### src/rtl/mips_pkg.sv
// rtl/mips_pkg.sv - shared mode encodings and compose FSM states
package mips_pkg;

    typedef enum logic [1:0] {
        MODE_ZEXT    = 2'b00,
        MODE_SEXT    = 2'b01,
        MODE_LUI     = 2'b10,
        MODE_COMPOSE = 2'b11
    } imm_mode_e;

    typedef enum logic {
        ST_IDLE  = 1'b0,
        ST_ACCUM = 1'b1
    } compose_state_e;

endpackage

### src/rtl/imm_extend.sv
// rtl/imm_extend.sv - combinational ZEXT/SEXT/LUI immediate extension
module imm_extend
    import mips_pkg::*;
#(
    parameter int DATA_W = 32,
    parameter int IMM_W  = 16
) (
    input  logic [1:0]        i_mode,
    input  logic [IMM_W-1:0]  i_immediate,
    output logic [DATA_W-1:0] o_ext
);

    logic [DATA_W-1:0] w_zext;
    logic [DATA_W-1:0] w_sext;
    logic [DATA_W-1:0] w_lui;

    assign w_zext = {{(DATA_W-IMM_W){1'b0}}, i_immediate};
    assign w_sext = {{(DATA_W-IMM_W){i_immediate[IMM_W-1]}}, i_immediate};
    // Shifting the sign-extended value leaves the field at [2*IMM_W-1:IMM_W],
    // zeros below and sign copies above, for any legal DATA_W.
    assign w_lui  = w_sext << IMM_W;

    // Select the extension for the requested mode; COMPOSE never uses this path.
    always_comb begin
        o_ext = w_zext;
        case (imm_mode_e'(i_mode))
            MODE_SEXT: o_ext = w_sext;
            MODE_LUI:  o_ext = w_lui;
            default:   o_ext = w_zext;
        endcase
    end

endmodule

### src/rtl/imm_compose_unit.sv
// rtl/imm_compose_unit.sv - immediate extension and multi-beat constant composer
module imm_compose_unit
    import mips_pkg::*;
#(
    parameter int DATA_W = 32,
    parameter int IMM_W  = 16
) (
    input  logic              clk,
    input  logic              rst_n,
    input  logic              in_valid,
    output logic              in_ready,
    input  logic [1:0]        mode,
    input  logic              last,
    input  logic [IMM_W-1:0]  immediate,
    output logic              out_valid,
    input  logic              out_ready,
    output logic [DATA_W-1:0] result,
    output logic              abort
);

    compose_state_e    r_state;
    compose_state_e    w_state_next;
    logic [DATA_W-1:0] r_acc;
    logic [DATA_W-1:0] r_result;
    logic              r_out_valid;
    logic              r_abort;

    logic              w_accept;
    logic              w_is_compose;
    logic              w_produce;
    logic              w_abort_set;
    logic [DATA_W-1:0] w_ext;
    logic [DATA_W-1:0] w_acc_base;
    logic [DATA_W-1:0] w_acc_new;
    logic [DATA_W-1:0] w_next_result;

    imm_extend #(
        .DATA_W (DATA_W),
        .IMM_W  (IMM_W)
    ) u_extend (
        .i_mode      (mode),
        .i_immediate (immediate),
        .o_ext       (w_ext)
    );

    // The output register can take a new value whenever it is empty or being drained.
    assign in_ready     = !r_out_valid || out_ready;
    assign w_accept     = in_valid && in_ready;
    assign w_is_compose = (mode == MODE_COMPOSE);

    // A fresh constant starts from zero; older beats fall off the top when overfilled.
    assign w_acc_base = (r_state == ST_ACCUM) ? r_acc : '0;
    assign w_acc_new  = (w_acc_base << IMM_W) | {{(DATA_W-IMM_W){1'b0}}, immediate};

    // FSM state register.
    always_ff @(posedge clk or negedge rst_n) begin
        if (!rst_n) r_state <= ST_IDLE;
        else        r_state <= w_state_next;
    end

    // FSM next state: only a non-last COMPOSE beat leaves or keeps us in ACCUM.
    always_comb begin
        w_state_next = r_state;
        if (w_accept) begin
            if (w_is_compose && !last) w_state_next = ST_ACCUM;
            else                       w_state_next = ST_IDLE;
        end
    end

    // FSM outputs: what the accepted beat produces and whether it kills a sequence.
    always_comb begin
        w_produce     = 1'b0;
        w_abort_set   = 1'b0;
        w_next_result = w_ext;
        if (w_accept) begin
            if (w_is_compose) begin
                w_produce     = last;
                w_next_result = w_acc_new;
            end else begin
                w_produce   = 1'b1;
                w_abort_set = (r_state == ST_ACCUM);
            end
        end
    end

    // Accumulator: grows on COMPOSE beats, dropped when another mode interrupts.
    always_ff @(posedge clk or negedge rst_n) begin
        if (!rst_n) begin
            r_acc <= '0;
        end else if (w_accept) begin
            if (w_is_compose) r_acc <= w_acc_new;
            else              r_acc <= '0;
        end
    end

    // Output register and abort pulse; result only changes when a beat produces.
    always_ff @(posedge clk or negedge rst_n) begin
        if (!rst_n) begin
            r_result    <= '0;
            r_out_valid <= 1'b0;
            r_abort     <= 1'b0;
        end else begin
            r_abort <= w_abort_set;
            if (w_produce) begin
                r_result    <= w_next_result;
                r_out_valid <= 1'b1;
            end else if (out_ready) begin
                r_out_valid <= 1'b0;
            end
        end
    end

    assign out_valid = r_out_valid;
    assign result    = r_result;
    assign abort     = r_abort;

endmodule

### config.mk
export PLATFORM = sky130hd
export DESIGN_NAME = imm_compose_unit
export DESIGN_NICKNAME = d
export VERILOG_FILES = /design/src/rtl/mips_pkg.sv /design/src/rtl/imm_extend.sv /design/src/rtl/imm_compose_unit.sv
export SDC_FILE = /design/constraint.sdc
export NUM_CORES = 1
export LEC_CHECK = 0
export CORE_UTILIZATION = 50
export DETAILED_ROUTE_END_ITERATION = 8
export PLACE_DENSITY = 0.79
export SETUP_SLACK_MARGIN = 0.2
export SYNTH_ARGS = -nofsm -noshare
export SYNTH_HDL_FRONTEND = slang
export SYNTH_SLANG_ARGS = --single-unit
### constraint.sdc
create_clock -name clk -period 1.7 [get_ports clk]
set_input_delay 0.34 -clock clk [delete_from_list [all_inputs] [get_ports clk]]
set_output_delay 0.34 -clock clk [all_outputs]
set_load 0.005 [all_outputs]
==> results by group, run 1 <==
Outcome
  • Status: complete, no violations

Route
  • DRC violations left: 0
  • DR iter-0 viols: 201
  • Antenna-violating nets left: 0
  • WL per Instance: 18.9 microns
  • Drt pass-1 iters: 5
  • WL final: 7.81 mm
  • Vias: 2530
  • Vias per inst: 6.11

Setup path
  • Critical path arrival: 1.70 ns
  • WP data required: 1.90 ns
  • Setup Crit Path Kind: input port to register
  • CP Capture Type: register
  • Max incr delay on CP: 0.46 ns
  • Crit Path Max Fanout: 5
  • Worst-path cell chain: clkdlybuf4s50_1 > nand2b_4 > and3_4 > buf_4 > mux2_2
  • CP Buf/Inv Count: 2
  • Reg2reg setup slack: 0.21 ns
  • Crit path max-delay cell type: clkdlybuf4s50_1
  • Crit path max-delay family: buffers and inverters
  • Crit start category: input port

Final layout
  • Multi-input combinational cell area: 1230 sq um
  • Post-route design area: 3830 sq um
  • Ant diodes: 0
  • Share of cells above drive strength 1: 25.3%
  • # fillers: 363
  • Synthesis-to-layout area growth: 41.4%
  • FF/Latch Area: 1280 sq um
  • Fin nets: 369

Run
  • Maxcap violations: 0

Timing
  • Max-slew violations: 0
  • Count of final hold-check violations: 0
  • Tightest Pin Transition: 0.277 ns
  • Hold Slack: 0.00163 ns
  • Relative slew margins: 81.5%
  • Final worst slack: 0.197 ns
  • Setup Skew: 0.00443 ns
  • Final setup fails: 0
  • Final worst path period share: 88.4%
  • Fmax: 665 MHz
  • RSZ-0062 raised after global routing: true
  • Tmin final: 1.50 ns

GRT
  • Antenna violations before repair: 0
  • Gr usage total: 27.4%
  • Vias in the first global route: 2317
  • GR Overflow Total: 0
  • First-pass GRT wire length: 11.5 mm
  • Largest net degree at the start of global routing: 52

Floorplan
  • Die H: 75.6 microns
  • DIE WIDTH: 75.6 microns
  • Ports: 58
  • Core ar.: 5170 sq um
  • Row count: 26
  • Die area: 5720 sq um
  • Initial Util: 52.4%

Synthesis
  • Synth Net Count: 286
  • Synth cell types: 28
  • Synth Cell Area: 2710 sq um
  • Yosys top cell area share: 47.1%
  • Area leader, netlist: dfrtp_1
  • Synth top cells by count: dfrtp_1, a31oi_1, inv_1, nand2_1
  • Asr flop ratio synth: 100%
  • Most numerous cell in the Yosys netlist: dfrtp_1
  • Sequential cell area fraction in the yosys report: 47.1%
  • Synth area leaders: dfrtp_1, a31oi_1, mux2_4, a311o_1, a22oi_1
  • Post-synth EDFFs: 0
  • Synth Flop Type: dfrtp_1
  • Avg Inst Size Synth: 10.4 sq um
  • Syn Inst Count: 260
  • FF+latch count, synth: 51
  • Synth warn: 0

Power and ir drop
  • Static Leak: 1.82 nW
  • Total Power: 3.29 mW
  • VDD IR max: 0.443 mV
  • Power Dens Cells: 859 nW/um^2

Clocking
  • Clock Latency Late Sink: 0.30 ns
  • CTS buffer count: 5
  • TritonCTS Sinks: 51
  • Clock root buffer master: clkbuf_8
  • CTS Hold Bufs: 0
  • CTS tree: built
  • CTS H-tree depth: 2
  • CTS max path bufs: 2
  • Clock-pin slew on the worst setup and hold paths: 0.09 ns

Placement
  • Hpwl dp: 4.76 mm
  • Port-buffer cells: 57
  • Gpl congestion: 0.838
  • Place WS: -0.469 ns
  • Placed Area: 3520 sq um

Min path
  • HP Class: input port to asynchronous set/reset pin
==> report_power, final <==
| part | internal [mW] | switching [mW] |
|---|---|---|
| logic | 0.647 | 0.454 |
| registers | 1.39 | 0.101 |
| clock network | 0.290 | 0.406 |
==> repair_timing <==
action                     CTS  global route
resized for setup           27            25
setup endpoints to repair   71            46
pin swaps                    0             3
setup buffers               16             5
gates cloned                 0             1
==> metrics by stage <==
step | cells | util (%) | TNS (ns)
2_1_floorplan | 260 | - | 0
3_3_place_gp | 384 | 68.1 | -14.35
3_5_place_dp | 384 | 68.1 | -15.93
4_1_cts | 408 | 71.9 | 0
5_1_grt | 414 | 74.1 | 0
6_report | 414 | 74.1 | 0
==> worst paths after layout <==
check                                from  depth (start not counted)   endpoint
worst max-delay path            out_ready                          5  result[2]
min in group clk                result[1]                          1  result[1]
worst max register to register  out_valid                          5  result[2]
max in group asynchronous           rst_n                          2  result[0]
worst min register to register  result[1]                          1  result[1]
worst min-delay path                rst_n                          2  out_valid
==> metal layers <==
layer / vias up / wire [microns] / track usage [%]
li1: 1117 / - / -
met1: 1249 / 3130 / 37.1
met2: 147 / 3900 / 44.6
met3: 17 / 620 / 4.63
met4: 0 / 166 / 10.1
met5: - / 0 / 0
==> cells in the final DEF, fill, tap and decap left out, types with 2 or more instances in the layout <==
| master | instances |
|---|---|
| a22oi_1 | 15 |
| a311o_1 | 16 |
| a31oi_1 | 32 |
| and2b_1 | 3 |
| buf_12 | 8 |
| buf_2 | 2 |
| buf_4 | 42 |
| buf_6 | 2 |
| clkbuf_1 | 2 |
| clkbuf_2 | 2 |
| clkbuf_8 | 5 |
| clkdlybuf4s50_1 | 19 |
| dfrtp_1 | 51 |
| dlygate4sd2_1 | 19 |
| dlymetal6s2s_1 | 15 |
| ha_4 | 3 |
| inv_1 | 17 |
| mux2_4 | 15 |
| nand2_1 | 17 |
| nand2b_4 | 2 |
| nand4_1 | 16 |
| nor2b_1 | 13 |
| o21ai_0 | 13 |
| o21ai_1 | 4 |
==> registers in the layout (all words and copies together), names as in the netlist <==
signal	cells
r_acc	16
r_state	1
out_valid	1
abort	1
result	32
==> logic make-up after synthesis <==
family,after synthesis,share of synthesized area [%]
DFF,51,47.1
AOI/OAI and AO/OA,81,20.9
muxes,16,8.45
adders and majority gates,3,1.39
and+or+nand+nor,57,12.6
buffers and inverters,52,9.56
==> area by class of cell <==
| class | instances | area share, % |
|---|---|---|
| Clock buffer | 7 | 1.99 |
| Timing Repair Buffer | 110 | 28.4 |
| Clock inverter | 1 | 0.131 |
| Tap cell | 70 | 2.29 |
| Inverter | 18 | 1.89 |
| Sequential cell | 51 | 33.3 |
| Multi-Input combinational cell | 157 | 32.0 |
Power figures use the tool's default switching activity.
==> inputs of run 2 (changes only) <==
--- a/config.mk
+++ b/config.mk
@@ -7,7 +7,8 @@
 export LEC_CHECK = 0
 export CORE_UTILIZATION = 50
 export DETAILED_ROUTE_END_ITERATION = 8
-export PLACE_DENSITY = 0.79
+export DONT_BUFFER_PORTS = 1
+export GPL_TIMING_DRIVEN = 0
 export SETUP_SLACK_MARGIN = 0.2
 export SYNTH_ARGS = -nofsm -noshare
 export SYNTH_HDL_FRONTEND = slang
==> run 2 against run 1 <==
Against the previous run: the flow now finishes with violations (hold timing); total power is 7.9% lower; die area did not move; cell area shrank 18%; first-iteration DRC count is 53% lower; worst setup slack gained 0.015 ns; worst hold slack got worse by 0.28 ns; critical path type is now register to register.
==> results by group, run 2 (synthesized netlist as in run 1, its figures left out) <==
Outcome
  • Status: complete, but fails checks
  • Violated checks: hold timing

Floorplan
  • Ports: 58 (unchanged)
  • DIE WIDTH: 75.6 microns (unchanged)
  • Die H: 75.6 microns (unchanged)
  • Row count: 26 (unchanged)
  • Core ar.: 5170 sq um (unchanged)
  • Die area: 5720 sq um (unchanged)
  • Initial Util: 52.4% (unchanged)

Clocking
  • Clock-pin slew on the worst setup and hold paths: 0.09 ns (about the same)
  • Clock root buffer master: clkbuf_8
  • CTS H-tree depth: 2 (unchanged)
  • CTS max path bufs: 2 (unchanged)
  • TritonCTS Sinks: 51 (unchanged)
  • CTS buffer count: 5 (unchanged)
  • CTS tree: built
  • Clock Latency Late Sink: 0.30 ns (about the same)

Placement
  • Hpwl dp: 4.84 mm (+1.6%)
  • Port-buffer cells: 0 (-100%)
  • Gpl congestion: 0.790 (-5.7%)
  • Placed Area: 2840 sq um (-19%)
  • DP Cell Count: 330 (-14%)
  • Place WS: -0.0809 ns (+0.388 ns)

Setup path
  • Setup Crit Path Kind: register to register
  • Crit Path Max Fanout: 7 (+2)
  • Critical path arrival: 1.68 ns (-0.02 ns)
  • WP data required: 1.89 ns (about the same)
  • Crit start category: register
  • Worst Setup SP: out_valid
  • Crit path max-delay family: flip-flops
  • Reg2reg setup slack: 0.21 ns (about the same)
  • Crit path depth: 6 (+1)
  • CP Capture Type: register
  • Max incr delay on CP: 0.41 ns (-0.05 ns)
  • Worst-path cell chain: nand2b_1 > buf_6 > and3_4 > buf_12 > clkbuf_16 > mux2_4
  • Worst reg2reg path depth: 6 (+1)
  • CP Buf/Inv Count: 3 (+1)
  • Crit path max-delay cell type: dfrtp_1
  • FF-to-FF Start: out_valid
  • CP endpoint: result[4]
  • Critical R2R Capture: result[4]

Power and ir drop
  • Static Leak: 1.30 nW (-29%)
  • Power Dens Cells: 967 nW/um^2 (+13%)
  • VDD IR max: 0.605 mV (+37%)

Timing
  • Count of final hold-check violations: 51 (+51)
  • Final setup fails: 0 (unchanged)
  • Tmin final: 1.49 ns (-0.0147 ns)
  • Tightest Pin Transition: 0.467 ns (+0.190 ns)
  • Setup Skew: 0.00520 ns (+0.000766 ns)
  • Final worst path period share: 87.5% (-0.87 points)
  • Hold Slack: -0.281 ns (-0.283 ns)
  • Setup TNS: 0 ns (unchanged)
  • Fmax: 672 MHz (+0.99%)
  • Max-slew violations: 0 (unchanged)
  • Relative slew margins: 68.9% (-13 points)
  • RSZ-0062 raised after global routing: true
  • Final worst slack: 0.212 ns (+0.0147 ns)

Route
  • Antenna-violating nets left: 0 (unchanged)
  • WL final: 6.90 mm (-12%)
  • WL per Instance: 19.9 microns (+5.4%)
  • DR iter-0 viols: 94 (-53%)
  • Vias per inst: 6.10 (-0.26%)
  • DRC violations left: 0 (unchanged)
  • Drt pass-1 iters: 4 (-1)
  • Vias: 2115 (-16%)

GRT
  • Largest net degree at the start of global routing: 52 (unchanged)
  • Antenna violations before repair: 0 (unchanged)
  • Vias in the first global route: 1959 (-15%)
  • Gr usage total: 25.1% (-2.3 points)
  • GR Overflow Total: 0 (unchanged)
  • First-pass GRT wire length: 10.4 mm (-9.4%)

Final layout
  • Largest register FFs: 32 (unchanged)
  • Commonest non-fill, non-tap cell in the layout: dfrtp_1
  • Ant diodes: 0 (unchanged)
  • Fin nets: 302 (-18%)
  • # fillers: 431 (+19%)
  • Post-route design area: 3130 sq um (-18%)
  • Post-Layout Cell Count: 347 (-16%)
  • Most frequent cells in the layout: dfrtp_1, a31oi_1, inv_1, nand2_1
  • Synthesis-to-layout area growth: 15.7%
  • Share of cells above drive strength 1: 22.7% (-2.5 points)

Run
  • Maxcap violations: 0 (unchanged)

Min path
  • HP Class: input port to asynchronous set/reset pin
==> run 2: cell types whose count changed in the layout (fill, tap and decap cells not counted), sizes merged <==
cell           before  now
buf                54   27
bufinv              0    1
clkbuf             10   22
clkdlybuf4s50      19    0
dlygate4sd2        19    0
dlymetal6s2s       15    0
==> run 2: layout make-up <==
cell class              count  area [sq um]  area share [%]
flip-flops and latches     51          1280            40.7
multi-input cells         157          1200            38.2
plain buffers              34           262            8.34
repair buffers              9           120            3.83
well taps                  70          87.6            2.79
clock buffers               6          82.6            2.63
inverters                  18          72.6            2.32
clock inverters             2          35.0            1.12
==> run 2: repair_timing <==
| action | CTS | global route |
|---|---|---|
| endpoints found under the hold margin | 51 | 51 |
| setup buffers | 3 | 3 |
| cloned | 0 | 3 |
| gates resized for setup | 12 | 12 |
| pin swaps | 0 | 3 |
| setup endpoints to repair | 35 | 33 |
==> run 2: per-layer routing <==
metal	GRT usage [%]	share of wire, %	up-vias
met3	6.88	6.7	10
li1	-	-	978
met1	34.3	46	1050
met2	39.3	46	77
met4	7.41	1.5	0
met5	0	0	-
==> run 2: power breakdown <==
group	internal, mW	switching (mW)	leakage [nW]	total, mW
Combinational	0.335	0.279	0.595	0.614
Clock	0.477	0.406	0.0612	0.883
Sequential	1.39	0.139	0.642	1.53
Total	2.21	0.824	1.30	3.03
==> run 2: through the flow <==
stage          power (mW)  utilization, %
3_5_place_dp         2.09            54.9
5_1_grt              3.17            60.6
3_3_place_gp         2.08            54.9
6_report             3.03            60.6
4_1_cts              2.99            58.3
2_1_floorplan        1.96               -
==> run 2: worst min-delay path by stage <==
stage,slack [ns],end
after floorplan,0.04,abort
after global placement,0.05,result[13]
after detailed placement,0.05,result[13]
after CTS,-0.29,result[13]
after global routing,-0.30,result[27]
final,-0.28,result[13]
==> inputs of run 3 (changes only) <==
--- a/config.mk
+++ b/config.mk
@@ -5,6 +5,7 @@
 export SDC_FILE = /design/constraint.sdc
 export NUM_CORES = 1
 export LEC_CHECK = 0
+export CAP_MARGIN = 20
 export CORE_UTILIZATION = 50
 export DETAILED_ROUTE_END_ITERATION = 8
 export DONT_BUFFER_PORTS = 1
==> results of run 3 <==
Final layout, timing and power as in run 2 (identical DEF).
